### src/rtl/alu_muldiv_seq_pkg.sv
// Shared constants for the multiply/divide sequencer: data width, ALU opcodes
// and op_sel encodings.
package alu_muldiv_seq_pkg;
  localparam int DATA_LEN   = 32;
  localparam int ALU_OPCODE = 4;

  localparam logic [ALU_OPCODE-1:0] ALU_ADD = 4'b0010;
  localparam logic [ALU_OPCODE-1:0] ALU_SUB = 4'b0110;
  localparam logic [ALU_OPCODE-1:0] ALU_SLT = 4'b0111;

  localparam logic [1:0] OP_MULU = 2'b00;
  localparam logic [1:0] OP_DIVU = 2'b01;
  localparam logic [1:0] OP_REMU = 2'b10;
  localparam logic [1:0] OP_RSVD = 2'b11;
endpackage

### src/rtl/alu_muldiv_seq.sv
// Multi-cycle unsigned multiply / divide / remainder built on top of the
// existing single-cycle ALU (ADD, SUB, SLT only).
//
// state      | meaning
// S_IDLE     | waiting for start, ALU inputs parked at 0/0/ADD
// S_MUL_STEP | one shift-and-add multiply iteration per cycle
// S_DIV_CMP  | restoring divide: shift in next dividend bit, compare against D
// S_DIV_SUB  | restoring divide: conditionally subtract D from the remainder
// S_DONE     | one-cycle done pulse; may accept the next start
module alu_muldiv_seq
  import alu_muldiv_seq_pkg::*;
#(
  parameter int DATA_W = DATA_LEN
) (
  input  logic                  clk,
  input  logic                  rst,
  input  logic                  start,
  input  logic [1:0]            op_sel,
  input  logic [DATA_W-1:0]     opa,
  input  logic [DATA_W-1:0]     opb,
  output logic                  busy,
  output logic                  done,
  output logic [DATA_W-1:0]     result,
  output logic [DATA_W-1:0]     alu_a,
  output logic [DATA_W-1:0]     alu_b,
  output logic [ALU_OPCODE-1:0] alu_op,
  input  logic [DATA_W-1:0]     alu_result,
  input  logic                  alu_zero
);
  localparam int CNT_W = $clog2(DATA_W);
  localparam logic [CNT_W-1:0] CNT_LAST = CNT_W'(DATA_W - 1);

  typedef enum logic [2:0] {
    S_IDLE,
    S_MUL_STEP,
    S_DIV_CMP,
    S_DIV_SUB,
    S_DONE
  } state_t;

  state_t state, state_n;

  // acc holds the product accumulator or the remainder R; mc holds the shifting
  // multiplicand or the divisor D; q holds the multiplier or the quotient/dividend.
  logic [DATA_W-1:0] acc, mc, q;
  logic [CNT_W-1:0]  cnt;
  logic [1:0]        op_r;
  logic              ge_q;
  logic              accept;
  logic [DATA_W-1:0] rs;
  logic              ge;

  always_comb begin
    state_n = state;
    alu_a   = '0;
    alu_b   = '0;
    alu_op  = ALU_ADD;
    accept  = start && (state == S_IDLE || state == S_DONE);
    rs      = {acc[DATA_W-2:0], q[DATA_W-1]};
    // SLT yields 0 when rs >= D; a bit shifted out of R means rs exceeds D anyway
    ge      = acc[DATA_W-1] | alu_zero;
    case (state)
      S_IDLE, S_DONE: begin
        if (accept) begin
          case (op_sel)
            OP_MULU:          state_n = S_MUL_STEP;
            OP_DIVU, OP_REMU: state_n = (opb == '0) ? S_DONE : S_DIV_CMP;
            default:          state_n = S_DONE;
          endcase
        end else begin
          state_n = S_IDLE;
        end
      end
      S_MUL_STEP: begin
        alu_a = acc;
        alu_b = mc;
        if (cnt == CNT_LAST) state_n = S_DONE;
      end
      S_DIV_CMP: begin
        alu_a   = rs;
        alu_b   = mc;
        alu_op  = ALU_SLT;
        state_n = S_DIV_SUB;
      end
      S_DIV_SUB: begin
        alu_a   = acc;
        alu_b   = mc;
        alu_op  = ALU_SUB;
        state_n = (cnt == CNT_LAST) ? S_DONE : S_DIV_CMP;
      end
      default: state_n = S_IDLE;
    endcase
  end

  always_ff @(posedge clk or posedge rst) begin
    if (rst) begin
      state  <= S_IDLE;
      acc    <= '0;
      mc     <= '0;
      q      <= '0;
      cnt    <= '0;
      op_r   <= '0;
      ge_q   <= 1'b0;
      result <= '0;
    end else begin
      state <= state_n;
      case (state)
        S_IDLE, S_DONE: begin
          if (accept) begin
            acc  <= '0;
            cnt  <= '0;
            op_r <= op_sel;
            mc   <= (op_sel == OP_MULU) ? opa : opb;
            q    <= (op_sel == OP_MULU) ? opb : opa;
            if (op_sel == OP_RSVD)
              result <= '0;
            else if (op_sel != OP_MULU && opb == '0)
              result <= (op_sel == OP_DIVU) ? '1 : opa;
          end
        end
        S_MUL_STEP: begin
          if (q[0]) acc <= alu_result;
          mc  <= mc << 1;
          q   <= q >> 1;
          cnt <= cnt + 1'b1;
          if (cnt == CNT_LAST) result <= q[0] ? alu_result : acc;
        end
        S_DIV_CMP: begin
          acc  <= rs;
          q    <= {q[DATA_W-2:0], ge};
          ge_q <= ge;
        end
        S_DIV_SUB: begin
          if (ge_q) acc <= alu_result;
          cnt <= cnt + 1'b1;
          if (cnt == CNT_LAST)
            result <= (op_r == OP_REMU) ? (ge_q ? alu_result : acc) : q;
        end
        default: ;
      endcase
    end
  end

  assign busy = (state == S_MUL_STEP) || (state == S_DIV_CMP) || (state == S_DIV_SUB);
  assign done = (state == S_DONE);
endmodule

### config.mk
export PLATFORM = sky130hd
export DESIGN_NAME = alu_muldiv_seq
export DESIGN_NICKNAME = d
export VERILOG_FILES = /design/src/rtl/alu_muldiv_seq_pkg.sv /design/src/rtl/alu_muldiv_seq.sv
export SDC_FILE = /design/constraint.sdc
export NUM_CORES = 1
export LEC_CHECK = 0
export CAP_MARGIN = 10
export CORE_MARGIN = 2
export CORE_UTILIZATION = 40
export DETAILED_ROUTE_END_ITERATION = 8
export GPL_TIMING_DRIVEN = 0
export PLACE_DENSITY = 0.73
export SLEW_MARGIN = 20
export SYNTH_ARGS = -nofsm -noshare
export SYNTH_HDL_FRONTEND = slang
export SYNTH_SLANG_ARGS = --single-unit
### constraint.sdc
create_clock -name clk -period 13.72 [get_ports clk]
set_input_delay 2.058 -clock clk [delete_from_list [all_inputs] [get_ports clk]]
set_output_delay 2.058 -clock clk [all_outputs]
set_load 0.005 [all_outputs]
After elaboration in Yosys (flattened, before gate mapping)
Index checks and enable logic that the tools add are counted.
{"block": "classes", "n_addsub": 1, "n_eq_ne": 13, "n_mux": 29, "bitwise": 1, "reduce_logical": 24}
{"op": "2-to-1 mux 32 bit", "n": 15}
{"op": "case mux 32 bit (3 select lines)", "n": 2}
{"op": "case mux 32 bit (2 select lines)", "n": 2}
{"op": "case mux 32 bit (4 select lines)", "n": 1}
{"op": "logical NOT 32 bit", "n": 1}
{"op": "2-to-1 mux 3 bit", "n": 4}
{"op": "case mux 3 bit (2 select lines)", "n": 2}
{"op": "case mux 3 bit (4 select lines)", "n": 1}
{"op": "case mux 5 bit (2 select lines)", "n": 1}
{"op": "AND reduction 2 bit", "n": 5}
{"op": "equality test 2 bit, second input constant", "n": 3}
{"op": "equality test 3 x 2 -> 1 bit, second input constant", "n": 2}
{"op": "!= test 2 bit, second input constant", "n": 3}
{"op": "nonzero test 2 bit", "n": 3}
{"op": "nonzero test 3 bit", "n": 2}
{"op": "OR reduction 2 bit", "n": 3}
{"op": "adder 5 x 1 -> 5 bit, second input constant", "n": 1}
{"op": "equality test 5 bit, second input constant", "n": 1}
{"op": "2-to-1 mux 5 bit", "n": 1}
{"op": "AND reduction 5 bit", "n": 1}
{"op": "nonzero test 4 bit", "n": 1}
{"op": "equality test 3 x 1 -> 1 bit, second input constant", "n": 1}
{"op": "equality test 3 bit, second input constant", "n": 1}
{"op": "logical NOT 3 bit", "n": 1}
{"op": "other kinds (7)", "n": 10}
{"block": "word_totals", "reg_bits": 139, "word_cells": 76}

Longest topological paths before layout
Gate-level depths: netlist of the first run.
{"block": "logic_depth", "word_depth": 6, "depth_mapped": 8, "depth_no_buf": 6}

Least setup slack after synthesis of the first run
No wires, ideal clock.
{"block": "synth_path", "path_type": "input to register", "startpoint": "in op_sel[0]", "endpoint": "reg result[0]", "setup_ns": 0.125, "arrival_time_ns": 3.764, "setup_slack_ns": 9.831, "cell_stages": 7, "path_buffers": 2, "cell_sequence": "clkbuf_1 -> inv_1 -> ha_1 -> nor2_1 -> a222oi_1 -> buf_6 -> mux2_2"}
{"block": "synth_between", "elab_chain_cells": 6, "word_cells_on_any_way": 11, "cone_classes": "3 x eq/ne; 5 x mux; 3 x reduce/logical"}
{"element": "start, declared", "line": "alu_muldiv_seq.sv:18", "text": "input logic [1:0] op_sel,"}
{"element": "equality test 2 x 1 -> 1 bit", "line": "alu_muldiv_seq.sv:118", "text": "result <= (op_sel == OP_DIVU) ? '1 : opa;"}
{"element": "2-to-1 mux 32 bit", "line": "alu_muldiv_seq.sv:118"}
{"element": "2-to-1 mux 32 bit", "line": "alu_muldiv_seq.sv:117", "text": "else if (op_sel != OP_MULU && opb == '0)"}
{"element": "2-to-1 mux 32 bit", "line": "alu_muldiv_seq.sv:115", "text": "if (op_sel == OP_RSVD)"}
{"element": "2-to-1 mux 32 bit", "line": "alu_muldiv_seq.sv:109", "text": "if (accept) begin"}
{"element": "case mux 32 bit (3 select lines)", "line": "alu_muldiv_seq.sv:107", "text": "case (state)"}
{"element": "end signal, assigned", "line": "alu_muldiv_seq.sv:118"}
{"element": "end signal, assigned", "line": "alu_muldiv_seq.sv:126", "text": "if (cnt == CNT_LAST) result <= q[0] ? alu_result : acc;"}
{"element": "end signal, assigned", "line": "alu_muldiv_seq.sv:137", "text": "result <= (op_r == OP_REMU) ? (ge_q ? alu_result : acc) : q;"}
{"element": "end, declared", "line": "alu_muldiv_seq.sv:23", "text": "output logic [DATA_W-1:0] result,"}
Several ways; a longest one is shown, not always the timed one. The select of a mux whose other input is x is not followed.
A chain may end at the register's enable or synchronous reset.

Worst setup path after layout of the first run
{"block": "layout_path", "startpoint": "reg state[2]", "endpoint": "out alu_a[30]"}
{"block": "layout_between", "elab_chain_cells": 3, "word_cells_on_any_way": 5, "cone_classes": "3 x eq/ne; 1 x mux; 1 x reduce/logical"}
{"element": "start, declared", "line": "alu_muldiv_seq.sv:41", "text": "state_t state, state_n;"}
{"element": "start signal, assigned", "line": "alu_muldiv_seq.sv:106", "text": "state <= state_n;"}
{"element": "equality test 3 x 1 -> 1 bit or equality test 3 x 2 -> 1 bit (tied branches)", "line": "alu_muldiv_seq.sv:62", "text": "case (state)"}
{"element": "OR reduction 2 bit (no line)"}
{"element": "case mux 32 bit (2 select lines) (*)", "line": "alu_muldiv_seq.sv:62"}
{"element": "end, declared", "line": "alu_muldiv_seq.sv:24", "text": "output logic [DATA_W-1:0] alu_a,"}
Every way passes the cells marked *; elsewhere a longest branch is shown, timed or not.

==> out/metrics.csv, run 1 <==
stage,metric,value,unit
job,Max-Cap Viols,0,
worst_setup_path,startpoint types,flop,
detailed_routing,metal2 WL,14.4,mm
worst_setup_path,WP data required,11.66,ns
cells_and_area,final-layout fill cell count,2003,
pwr,leakage,4.95,nW
synthesis,"Seq/Total Area, Yosys",38.1,%
detailed_routing,routed vias,9137,
worst_setup_path,"Max FO, Critical Path",10,
floorplanning,Rows,55,
cells_and_area,Post-layout nets,1313,
detailed_routing,Top Layer Used,met4,
floorplanning,Die Area,24000,um2
sta,Worst-Margin Slew,0.945,ns
detailed_routing,DR iter-0 viols,876,
floorplanning,Die X,155,um
placement,Cells after DPL,1472,
detailed_routing,Final ANT Viol Nets,0,
cells_and_area,Sequential Area,3480,um2
worst_setup_path,Most common cell on crit path,clkbuf_1,
clock_network,clock buffer depth,2,
worst_setup_path,Worst EP arrival,3.09,ns
worst_setup_path,"Largest stage delay, worst path",0.61,ns
min_path,Hold Path Class,reg2reg,
global_routing,gr usage total,26.7,%
cells_and_area,P&R area growth vs syn,32.6,%
detailed_routing,Vias/cell,6.08,
floorplanning,starting density of the core,40.6,%
floorplanning,Core Area,22500,um2
sta,Worst Skew,0.00921,ns
cells_and_area,Non-Filler Instances,1503,
synthesis,Post-Syn Instances,984,
global_routing,largest net degree at the start of global routing,104,
sta,hold slack final,0.487,ns
clock_network,Setup Buffers After CTS,0,
sta,slack of the critical path,8.57,ns
cells_and_area,multi-input logic area,5220,um2
synthesis,Post-Syn Area,9130,um2
floorplanning,Ports,204,
cells_and_area,diodes inserted,0,
sta,Final min period,5.15,ns
synthesis,yosys warns,0,
clock_network,CTS Buf Count,17,
clock_network,clk_lat worst skew,0.44,ns
pwr,peak supply drop,0.000105,V
sta,Final Hold Viols,0,
clock_network,TritonCTS clock tree,built,
placement,I/O Buffers,201,
clock_network,hold buffer count at CTS,0,
worst_setup_path,Setup CP Type,reg2out,
synthesis,register bit total from synthesis,139,
synthesis,Yosys cell types,37,
global_routing,total gr overflow,0,
clock_network,CTS H-tree depth,4,
global_routing,first-pass GRT wire length,49.9,mm
global_routing,vias in the first global route,8881,
clock_network,clock slew at reported path FFs,0.06,ns
detailed_routing,met1 wire length,14.0,mm
worst_setup_path,sequence of cells on the critical path,buf_2 > nor2b_1 > clkbuf_1 > clkbuf_1 > a22o_1 > clkdlybuf4s50_1,
clock_network,Post-CTS Resized,0,
sta,Final setup viols,0,
global_routing,initial antenna violation count,0,
cells_and_area,fraction of layout cells with a size suffix above 1,6.49,%
detailed_routing,Initial DRT Pass Iterations,5,
worst_setup_path,Worst path slowest cell,clkbuf_1,
run_status,status,completed,
clock_network,clock sink count,139,
sta,Slew Limit Fails,0,
detailed_routing,WL final,32.3,mm
placement,GP Congestion,0.924,
synthesis,Synth Area per Inst,9.28,um2
clock_network,CTS root buffer,clkbuf_16,
pwr,overall power,3.08,mW
floorplanning,die height,155,um
sta,post-route setup TNS,0,ns
placement,pre-CTS setup slack,8.66,ns
placement,post-DP HPWL,24.7,mm
pwr,PD cells,255,nW/um2
sta,unrepaired setup endpoints after global routing,false,
detailed_routing,metal3 WL,3.19,mm
sta,fin crit share,37.5,%
sta,max frequency,194,MHz
detailed_routing,WL/cell,21.5,um
detailed_routing,DRC,0,
sta,Max transition margin,37.0,%
synthesis,Post-Syn Nets,1091,
worst_setup_path,type of destination of the critical path,primary output,
## synth_stat cells (all sizes together)
cell type / number / area [um2]
dfrtp: 139 / 3480
nor2: 131 / 492
mux2i: 120 / 1200
o21ai: 71 / 355
clkbuf: 69 / 259
a22o: 62 / 543
a21oi: 61 / 305
a221o: 56 / 561
mux2: 40 / 450
and2: 34 / 213
nand2b: 34 / 213
o22ai: 30 / 188
buf: 29 / 149
nand2: 28 / 105
o221ai: 25 / 219
a221oi: 9 / 78.8
nor4: 8 / 50.1
o211ai: 7 / 52.6
inv: 6 / 22.5
ha: 5 / 62.6
nand3: 3 / 15.0
nor2b: 3 / 18.8
conb: 2 / 7.51
nand4: 2 / 12.5
xor2: 2 / 17.5
a211o: 1 / 8.76
a222oi: 1 / 10.0
and3: 1 / 6.26
nand3b: 1 / 7.51
nor3: 1 / 5.00
o21a: 1 / 7.51
o21bai: 1 / 7.51
or2: 1 / 6.26
## power by group
group	switching (mW)	internal (mW)	leakage, nW
combinational	0.922	0.873	2.97
sequential	0.217	0.617	1.70
clock	0.179	0.275	0.274
total	1.32	1.77	4.95
## per-stage QoR
step	utilization, %	cell area, um2
floorplan	-	9130
global placement	51.1	11500
detailed placement	51.3	11500
CTS	53.8	12100
global route	53.8	12100
finish	53.8	12100
## registers in the layout (all words and copies together) (netlist names)
name / count
cnt: 5
q: 32
ge_q: 1
mc: 32
state: 3
result: 32
acc: 32
op_r: 2
## worst paths after layout
| kind | start | to | slack (ns) | depth (start not counted) |
|---|---|---|---|---|
| min in group asynchronous | rst | acc[2]$_DFFE_PP0P_ | 2.00 | 2 |
| worst max register to register | cnt[0]$_DFFE_PP0P_ | result[16]$_DFFE_PP0P_ | 10.88 | 7 |
| worst min-delay path | result[5]$_DFFE_PP0P_ | result[5]$_DFFE_PP0P_ | 0.49 | 1 |
| worst max-delay path | state[2]$_DFFE_PP0N_ | alu_a[30] | 8.57 | 6 |
| max in group asynchronous | rst | result[8]$_DFFE_PP0P_ | 10.90 | 3 |
| worst min register to register | result[5]$_DFFE_PP0P_ | result[5]$_DFFE_PP0P_ | 0.49 | 1 |
## critical path: cells and delay by family, from the launching register on
family	cells	cell delay, ns
compound gates	1	0.25
buf+inv	4	1.88
flops	1	0.35
simple gates	1	0.16
## final cells by class
cell class	instances	area share (%)
Buffer	98	3.37
Sequential cell	139	28.7
Clock buffer	24	3.90
Clock inverter	7	0.755
Tap cell	285	2.95
Timing Repair Buffer	203	16.9
Inverter	6	0.248
Multi-Input combinational cell	741	43.1
## metal layers
| layer | GRT usage, % | vias to the layer above |
|---|---|---|
| met2 | 40.8 | 499 |
| met1 | 37.0 | 4441 |
| met3 | 7.05 | 49 |
| met4 | 8.47 | 0 |
| li1 | - | 4148 |
| met5 | 0 | - |
## layout by cell type, fill, tap and decap left out, types with 8 or more instances in the layout
master,Yosys,layout
o21ai_0,71,71
a221oi_1,9,9
nand2b_1,34,34
mux2i_1,120,120
clkbuf_1,69,74
nor2_1,131,131
buf_2,8,9
o22ai_1,30,30
nor4_1,8,8
buf_1,16,16
clkbuf_16,0,17
a22o_1,62,62
nand2_1,28,28
a221o_1,56,56
clkdlybuf4s50_1,0,201
and2_1,34,34
mux2_2,36,36
a21oi_1,61,61
dfrtp_1,139,139
o221ai_1,25,25
## logic make-up (layout without fill, tap and decap cells)
logic type                 after synthesis  count (layout)  share of synthesized area, %
AOI/OAI and AO/OA                      325             325                          25.6
and+or+nand+nor                        247             247                          12.5
muxes                                  160             160                          18.1
DFF                                    139             139                          38.1
buffers and inverters                  104             338                          4.72
adders and majority gates                5               5                         0.685
other                                    2               2                        0.0823
xor gates and xnor gates                 2               2                         0.192
Note: power is estimated with default switching activity, not from simulation.
==> run 2, diff against run 1 <==
Settings changed: PLACE_DENSITY 0.73 to 0.75.
Clock period 13.72 ns to 4.4 ns, I/O delays scaled along.
==> run 2 against run 1 <==
Clock power rose to 3.2 times the previous value; via count down 0.24%; cell area up 0.18%; critical path type unchanged; register-to-register slack worse by 9.4 ns; hold slack better by 0.0015 ns; combinational power rose to 3.1 times the previous value; global-route usage up 0.46 points; critical path depth unchanged; largest power group unchanged; non-clock buffer count unchanged.
==> out/metrics.csv, run 2 (synthesis results as in run 1) <==
stage,metric,value,unit,change
global_routing,gr usage total,27.1,%,was 26.7%
sta,Slew Limit Fails,0,,unchanged
sta,Worst-Margin Slew,0.927,ns,was 0.945 ns
detailed_routing,Final ANT Viol Nets,0,,unchanged
cells_and_area,final-layout fill cell count,2017,,was 2003
clock_network,Setup Buffers After CTS,0,,unchanged
global_routing,initial antenna violation count,0,,unchanged
cells_and_area,diodes inserted,0,,unchanged
floorplanning,starting density of the core,40.6,%,unchanged
clock_network,hold buffer count at CTS,0,,unchanged
pwr,sw frac,42.6,%,was 42.7%
global_routing,total gr overflow,0,,unchanged
cells_and_area,P&R area growth vs syn,32.8,%,was 32.6%
cells_and_area,multi-input logic area,5220,um2,unchanged
sta,Worst Skew,0.00697,ns,was 0.00921 ns
pwr,peak supply drop,0.000379,V,was 0.000105 V
worst_setup_path,WP data required,3.74,ns,was 11.66 ns
floorplanning,Rows,55,,unchanged
global_routing,first-pass GRT wire length,50.7,mm,was 49.9 mm
pwr,Seq pwr share,27.0,%,was 27.1%
cells_and_area,"commonest non-fill, non-tap cell in the layout",clkdlybuf4s50_1,,unchanged
sta,fin crit share,86.1,%,
sta,max frequency,264,MHz,
floorplanning,Die Area,24000,um2,unchanged
clock_network,clock buffer depth,2,,unchanged
detailed_routing,routed vias,9115,,was 9137
worst_setup_path,Worst EP arrival,3.13,ns,was 3.09 ns
worst_setup_path,startpoint types,flop,,unchanged
pwr,internal power,5.56,mW,was 1.77 mW
cells_and_area,fraction of layout cells with a size suffix above 1,6.65,%,was 6.49%
job,Max-Cap Viols,0,,unchanged
sta,post-route setup TNS,0,ns,unchanged
floorplanning,Ports,204,,unchanged
worst_setup_path,R2R Setup Slk,1.52,ns,was 10.88 ns
global_routing,largest net degree at the start of global routing,103,,was 104
detailed_routing,DR iter-0 viols,951,,was 876
cells_and_area,most frequent cells in the layout,"clkdlybuf4s50_1, dfrtp_1, nor2_1, mux2i_1, clkbuf_1",,unchanged
pwr,overall power,9.68,mW,was 3.08 mW
clock_network,Post-CTS Resized,0,,unchanged
placement,I/O Buffers,201,,unchanged
placement,post-DP HPWL,24.8,mm,was 24.7 mm
min_path,Hold Path Class,reg2reg,,unchanged
cells_and_area,Post-layout nets,1313,,unchanged
sta,Final setup viols,0,,unchanged
sta,Max transition margin,38.2,%,was 37.0%
detailed_routing,Initial DRT Pass Iterations,6,,was 5
pwr,leakage,4.97,nW,was 4.95 nW
detailed_routing,WL/cell,21.6,um,was 21.5 um
detailed_routing,Vias/cell,6.06,,was 6.08
detailed_routing,WL final,32.5,mm,was 32.3 mm
placement,Area after DPL,11500,um2,unchanged
pwr,PD cells,798,nW/um2,was 255 nW/um2
worst_setup_path,"Max FO, Critical Path",10,,unchanged
clock_network,clock slew at reported path FFs,0.06,ns,about the same
floorplanning,Core Area,22500,um2,unchanged
floorplanning,die height,155,um,unchanged
sta,Final min period,3.79,ns,
pwr,Comb pwr share,57.9,%,was 58.2%
clock_network,clk_lat worst skew,0.44,ns,about the same
cells_and_area,Sequential Area,3480,um2,unchanged
pwr,Clk pwr share,15.2,%,was 14.7%
worst_setup_path,Setup CP Type,reg2out,,unchanged
run_status,status,completed,,unchanged
global_routing,vias in the first global route,9023,,was 8881
clock_network,CTS H-tree depth,4,,unchanged
pwr,Sw Pwr,4.12,mW,was 1.32 mW
sta,unrepaired setup endpoints after global routing,false,,unchanged
detailed_routing,DRC,0,,unchanged
cells_and_area,Layout Utilization,53.9,%,was 53.8%
sta,Final Hold Viols,0,,unchanged
placement,GP Congestion,0.911,,was 0.924
clock_network,TritonCTS clock tree,built,,unchanged
cells_and_area,Post-Layout Inst Area,12100,um2,about the same
clock_network,CTS Buf Count,17,,unchanged
clock_network,clock sink count,139,,unchanged
floorplanning,Die X,155,um,unchanged
clock_network,CTS root buffer,clkbuf_16,,unchanged
worst_setup_path,type of destination of the critical path,primary output,,unchanged
run 2: changes by cell type in the layout (fill, tap and decap cells not counted):
| cell | previous run | this run |
|---|---|---|
| clkinvlp_4 | 1 | 0 |
| clkinv_4 | 1 | 0 |
| bufinv_16 | 2 | 3 |
| clkinv_2 | 3 | 6 |
| clkbuf_1 | 74 | 72 |
run 2: per-layer routing:
layer	vias up	GRT usage [%]	routed length, um
met5	-	0	0
met4	0	9.26	794
met3	67	5.93	3040
met2	512	41.5	14300
met1	4389	38.1	14300
li1	4147	-	-
run 2: power by group through the flow:
stage	combinational [mW]	sequential, mW	clock [mW]
after floorplan	3.45	2.37	0
after CTS	5.53	2.58	1.47
after global placement	5.39	2.58	0
after global routing	6.08	2.69	1.53
final	5.60	2.61	1.47
after detailed placement	5.49	2.60	0
run 2: final cells by class:
| class | count | area share [%] |
|---|---|---|
| repair buffers | 203 | 16.9 |
| well taps | 285 | 2.94 |
| flip-flops and latches | 139 | 28.7 |
| multi-input cells | 741 | 43.1 |
| plain buffers | 98 | 3.37 |
| clock buffers | 22 | 3.83 |
| clock inverters | 9 | 0.991 |
| inverters | 6 | 0.248 |
run 2: critical path: stages (launching register included):
cell and delay, ns:
dfrtp_1 0.35, buf_2 0.18, nor2b_1 0.16, clkbuf_1 0.63, clkbuf_1 0.58, a22o_1 0.28, clkdlybuf4s50_1 0.51
run 2: final timing paths:
path                                        start                     end  cells past startpoint
setup / recovery             state[2]$_DFFE_PP0N_               alu_a[30]                      6
hold / removal             result[11]$_DFFE_PP0P_  result[11]$_DFFE_PP0P_                      1
setup reg to reg               cnt[0]$_DFFE_PP0P_  result[17]$_DFFE_PP0P_                      7
hold reg to reg            result[11]$_DFFE_PP0P_  result[11]$_DFFE_PP0P_                      1
max in group asynchronous                     rst  result[17]$_DFFE_PP0P_                      3
min in group asynchronous                     rst   result[5]$_DFFE_PP0P_                      2
run 2: stage by stage:
stage                     hold slack, ns  worst slack, ns  cells
after global routing               0.517            0.499   1503
after floorplan                    0.441           0.0155    984
after CTS                          0.494            0.636   1503
after detailed placement           0.481            0.817   1472
after global placement             0.463            -2.09   1470
final                              0.489            0.610   1503
==> run 3, diff against run 2 <==
Settings changed: PLACE_DENSITY 0.75 to 0.73.
Clock period 4.4 ns to 4.3 ns, I/O delays scaled along.
==> run 3 against run 2 <==
Wire length fell by 0.23%; highest routed layer unchanged; final cell count rose by 0.27%; setup slack worse by 0.14 ns; utilization increased by 0.53 points; clock-buffer cell count is 3 lower; sequential cell count unchanged; non-clock buffer count is 3 higher; cell area increased by 0.98%; first-iteration DRC count is 25% lower.
==> out/metrics.csv, run 3 (synthesis results as in run 1) <==
stage,metric,value,unit,change
worst_setup_path,"delay-heaviest family, CP",buffers and inverters,,unchanged
floorplanning,Die X,155,um,unchanged
sta,unrepaired setup endpoints after global routing,false,,unchanged
worst_setup_path,Worst path slowest cell,clkbuf_1,,unchanged
cells_and_area,P&R area growth vs syn,34.1,%,was 32.8%
sta,Max transition margin,40.9,%,was 38.2%
min_path,hold wc startpoint,op_r[0]$_DFFE_PP0P_,,was result[11]$_DFFE_PP0P_
global_routing,vias in the first global route,9035,,was 9023
global_routing,largest net degree at the start of global routing,33,,was 103
worst_setup_path,reg-to-reg startpoint,cnt[0]$_DFFE_PP0P_,,unchanged
placement,post-DP HPWL,25.0,mm,was 24.8 mm
floorplanning,Ports,204,,unchanged
worst_setup_path,FF-to-FF path depth,7,,unchanged
pwr,PD cells,820,nW/um2,was 798 nW/um2
worst_setup_path,"Max FO, Critical Path",10,,unchanged
detailed_routing,Initial DRT Pass Iterations,5,,was 6
global_routing,total gr overflow,0,,unchanged
floorplanning,Core Area,22500,um2,unchanged
placement,pre-CTS setup slack,0.757,ns,was 0.817 ns
cells_and_area,fraction of layout cells with a size suffix above 1,7.20,%,was 6.65%
floorplanning,Rows,55,,unchanged
sta,Worst-Margin Slew,0.886,ns,was 0.927 ns
sta,post-route setup TNS,0,ns,unchanged
placement,Cells after DPL,1475,,was 1472
worst_setup_path,Setup CP Type,reg2out,,unchanged
floorplanning,die height,155,um,unchanged
global_routing,first-pass GRT wire length,50.4,mm,was 50.7 mm
detailed_routing,DR iter-0 viols,715,,was 951
worst_setup_path,crit path buf inv count,4,,unchanged
sta,Worst Skew,0.0104,ns,was 0.00697 ns
clock_network,hold buffer count at CTS,0,,unchanged
floorplanning,starting density of the core,40.6,%,unchanged
worst_setup_path,type of destination of the critical path,primary output,,unchanged
clock_network,clock buffer depth,2,,unchanged
clock_network,clock sink count,139,,unchanged
detailed_routing,routed vias,9041,,was 9115
worst_setup_path,sequence of cells on the critical path,buf_2 > nor2b_1 > clkbuf_1 > clkbuf_1 > a22o_1 > clkdlybuf4s50_1,,unchanged
clock_network,clk_lat worst skew,0.44,ns,about the same
clock_network,CTS Buf Count,17,,unchanged
clock_network,TritonCTS clock tree,built,,unchanged
worst_setup_path,reg-to-reg endpoint,result[17]$_DFFE_PP0P_,,unchanged
detailed_routing,Final ANT Viol Nets,0,,unchanged
detailed_routing,Vias/cell,6.00,,was 6.06
detailed_routing,DRC,0,,unchanged
job,Max-Cap Viols,0,,unchanged
clock_network,CTS root buffer,clkbuf_16,,unchanged
placement,GP Congestion,0.925,,was 0.911
sta,max frequency,261,MHz,
cells_and_area,most frequent cells in the layout,"clkdlybuf4s50_1, dfrtp_1, nor2_1, mux2i_1, o21ai_0",,"was clkdlybuf4s50_1, dfrtp_1, nor2_1, mux2i_1, clkbuf_1"
sta,Final Hold Viols,0,,unchanged
cells_and_area,"commonest non-fill, non-tap cell in the layout",clkdlybuf4s50_1,,unchanged
cells_and_area,Post-layout nets,1316,,was 1313
pwr,peak supply drop,0.000380,V,was 0.000379 V
floorplanning,Die Area,24000,um2,unchanged
global_routing,initial antenna violation count,0,,unchanged
pwr,leakage,5.02,nW,was 4.97 nW
detailed_routing,WL final,32.4,mm,was 32.5 mm
clock_network,CTS H-tree depth,4,,unchanged
worst_setup_path,R2R Setup Slk,1.50,ns,was 1.52 ns
clock_network,Setup Buffers After CTS,0,,unchanged
worst_setup_path,Most common cell on crit path,clkbuf_1,,unchanged
run_status,status,completed,,unchanged
sta,Final setup viols,0,,unchanged
placement,I/O Buffers,201,,unchanged
min_path,Hold Path Stages,2,,was 1
sta,Final min period,3.83,ns,
worst_setup_path,WP data required,3.65,ns,was 3.74 ns
clock_network,Post-CTS Resized,0,,unchanged
min_path,hold worst-path end,op_r[0]$_DFFE_PP0P_,,was result[11]$_DFFE_PP0P_
worst_setup_path,Worst EP arrival,3.18,ns,was 3.13 ns
global_routing,gr usage total,26.9,%,was 27.1%
cells_and_area,Non-Filler Instances,1507,,was 1503
min_path,Hold Path Class,reg2reg,,unchanged
worst_setup_path,startpoint types,flop,,unchanged
detailed_routing,WL/cell,21.5,um,was 21.6 um
sta,slack of the critical path,0.475,ns,was 0.610 ns
sta,fin crit share,89.0,%,
worst_setup_path,"Largest stage delay, worst path",0.64,ns,was 0.63 ns
clock_network,clock slew at reported path FFs,0.07,ns,was 0.06 ns
sta,Slew Limit Fails,0,,unchanged
cells_and_area,diodes inserted,0,,unchanged
[run 3: cell count changes in the layout (fill, tap and decap cells not counted), sizes merged]
| cell | previous run | this run |
|---|---|---|
| clkbuf | 91 | 88 |
| buf | 31 | 33 |
| inv | 6 | 5 |
| bufinv | 3 | 5 |
| clkinvlp | 0 | 2 |
| clkinv | 6 | 7 |
| clkdlybuf4s18 | 0 | 1 |
[run 3: through the flow]
| step | util (%) | hold slack, ns | power, mW | area [um2] |
|---|---|---|---|---|
| finish | 54.4 | 0.483 | 10.0 | 12200 |
| global route | 54.4 | 0.499 | 10.7 | 12200 |
| CTS | 54.4 | 0.482 | 9.95 | 12200 |
| detailed placement | 51.5 | 0.467 | 8.28 | 11600 |
| global placement | 51.1 | 0.459 | 8.16 | 11500 |
| floorplan | - | 0.441 | 5.96 | 9130 |
[run 3: worst reg2reg max path, stage by stage (launching register included)]
cell and delay (ns):
dfrtp_1 0.40, ha_1 0.22, and3_1 0.19, ha_1 0.24, a222oi_1 0.72, clkdlybuf4s18_2 0.38
buf_6 0.19, mux2_2 0.35
[run 3: worst max path at each step]
stage                                   to  slack [ns]  depth (start not counted)            startpoint
floorplan            result[0]$_DFFE_PP0P_        1.82                          7             op_sel[0]
global placement    result[19]$_DFFE_PP0P_        0.60                          8             op_sel[0]
detailed placement  result[10]$_DFFE_PP0P_        0.76                          9             op_sel[0]
CTS                              alu_a[30]        0.54                          6  state[2]$_DFFE_PP0N_
global route                     alu_a[30]        0.35                          6  state[2]$_DFFE_PP0N_
finish                           alu_a[30]        0.47                          6  state[2]$_DFFE_PP0N_
[run 3: layout make-up]
class	count	area, um2
sequential	139	3480
buffer	98	408
multi-input combinational	741	5220
timing repair buffer	206	2100
tap	285	357
clock inverter	13	196
inverter	6	26.3
fill	2017	10300
clock buffer	19	453
[run 3: metal layers]
layer	GRT usage (%)	share of wire [%]	up-vias	wire [um]
met5	0	0	-	0
met4	8.99	2.7	0	859
met3	7.63	10	59	3290
met2	40.7	44	505	14200
met1	37.1	43	4334	14000
li1	-	-	4143	-
[run 3: report_power, final]
| group | leakage [nW] | total [mW] | internal [mW] | switching, mW |
|---|---|---|---|---|
| Clock | 0.322 | 1.64 | 1.05 | 0.588 |
| Sequential | 1.70 | 2.66 | 1.97 | 0.691 |
| Combinational | 2.99 | 5.74 | 2.79 | 2.95 |
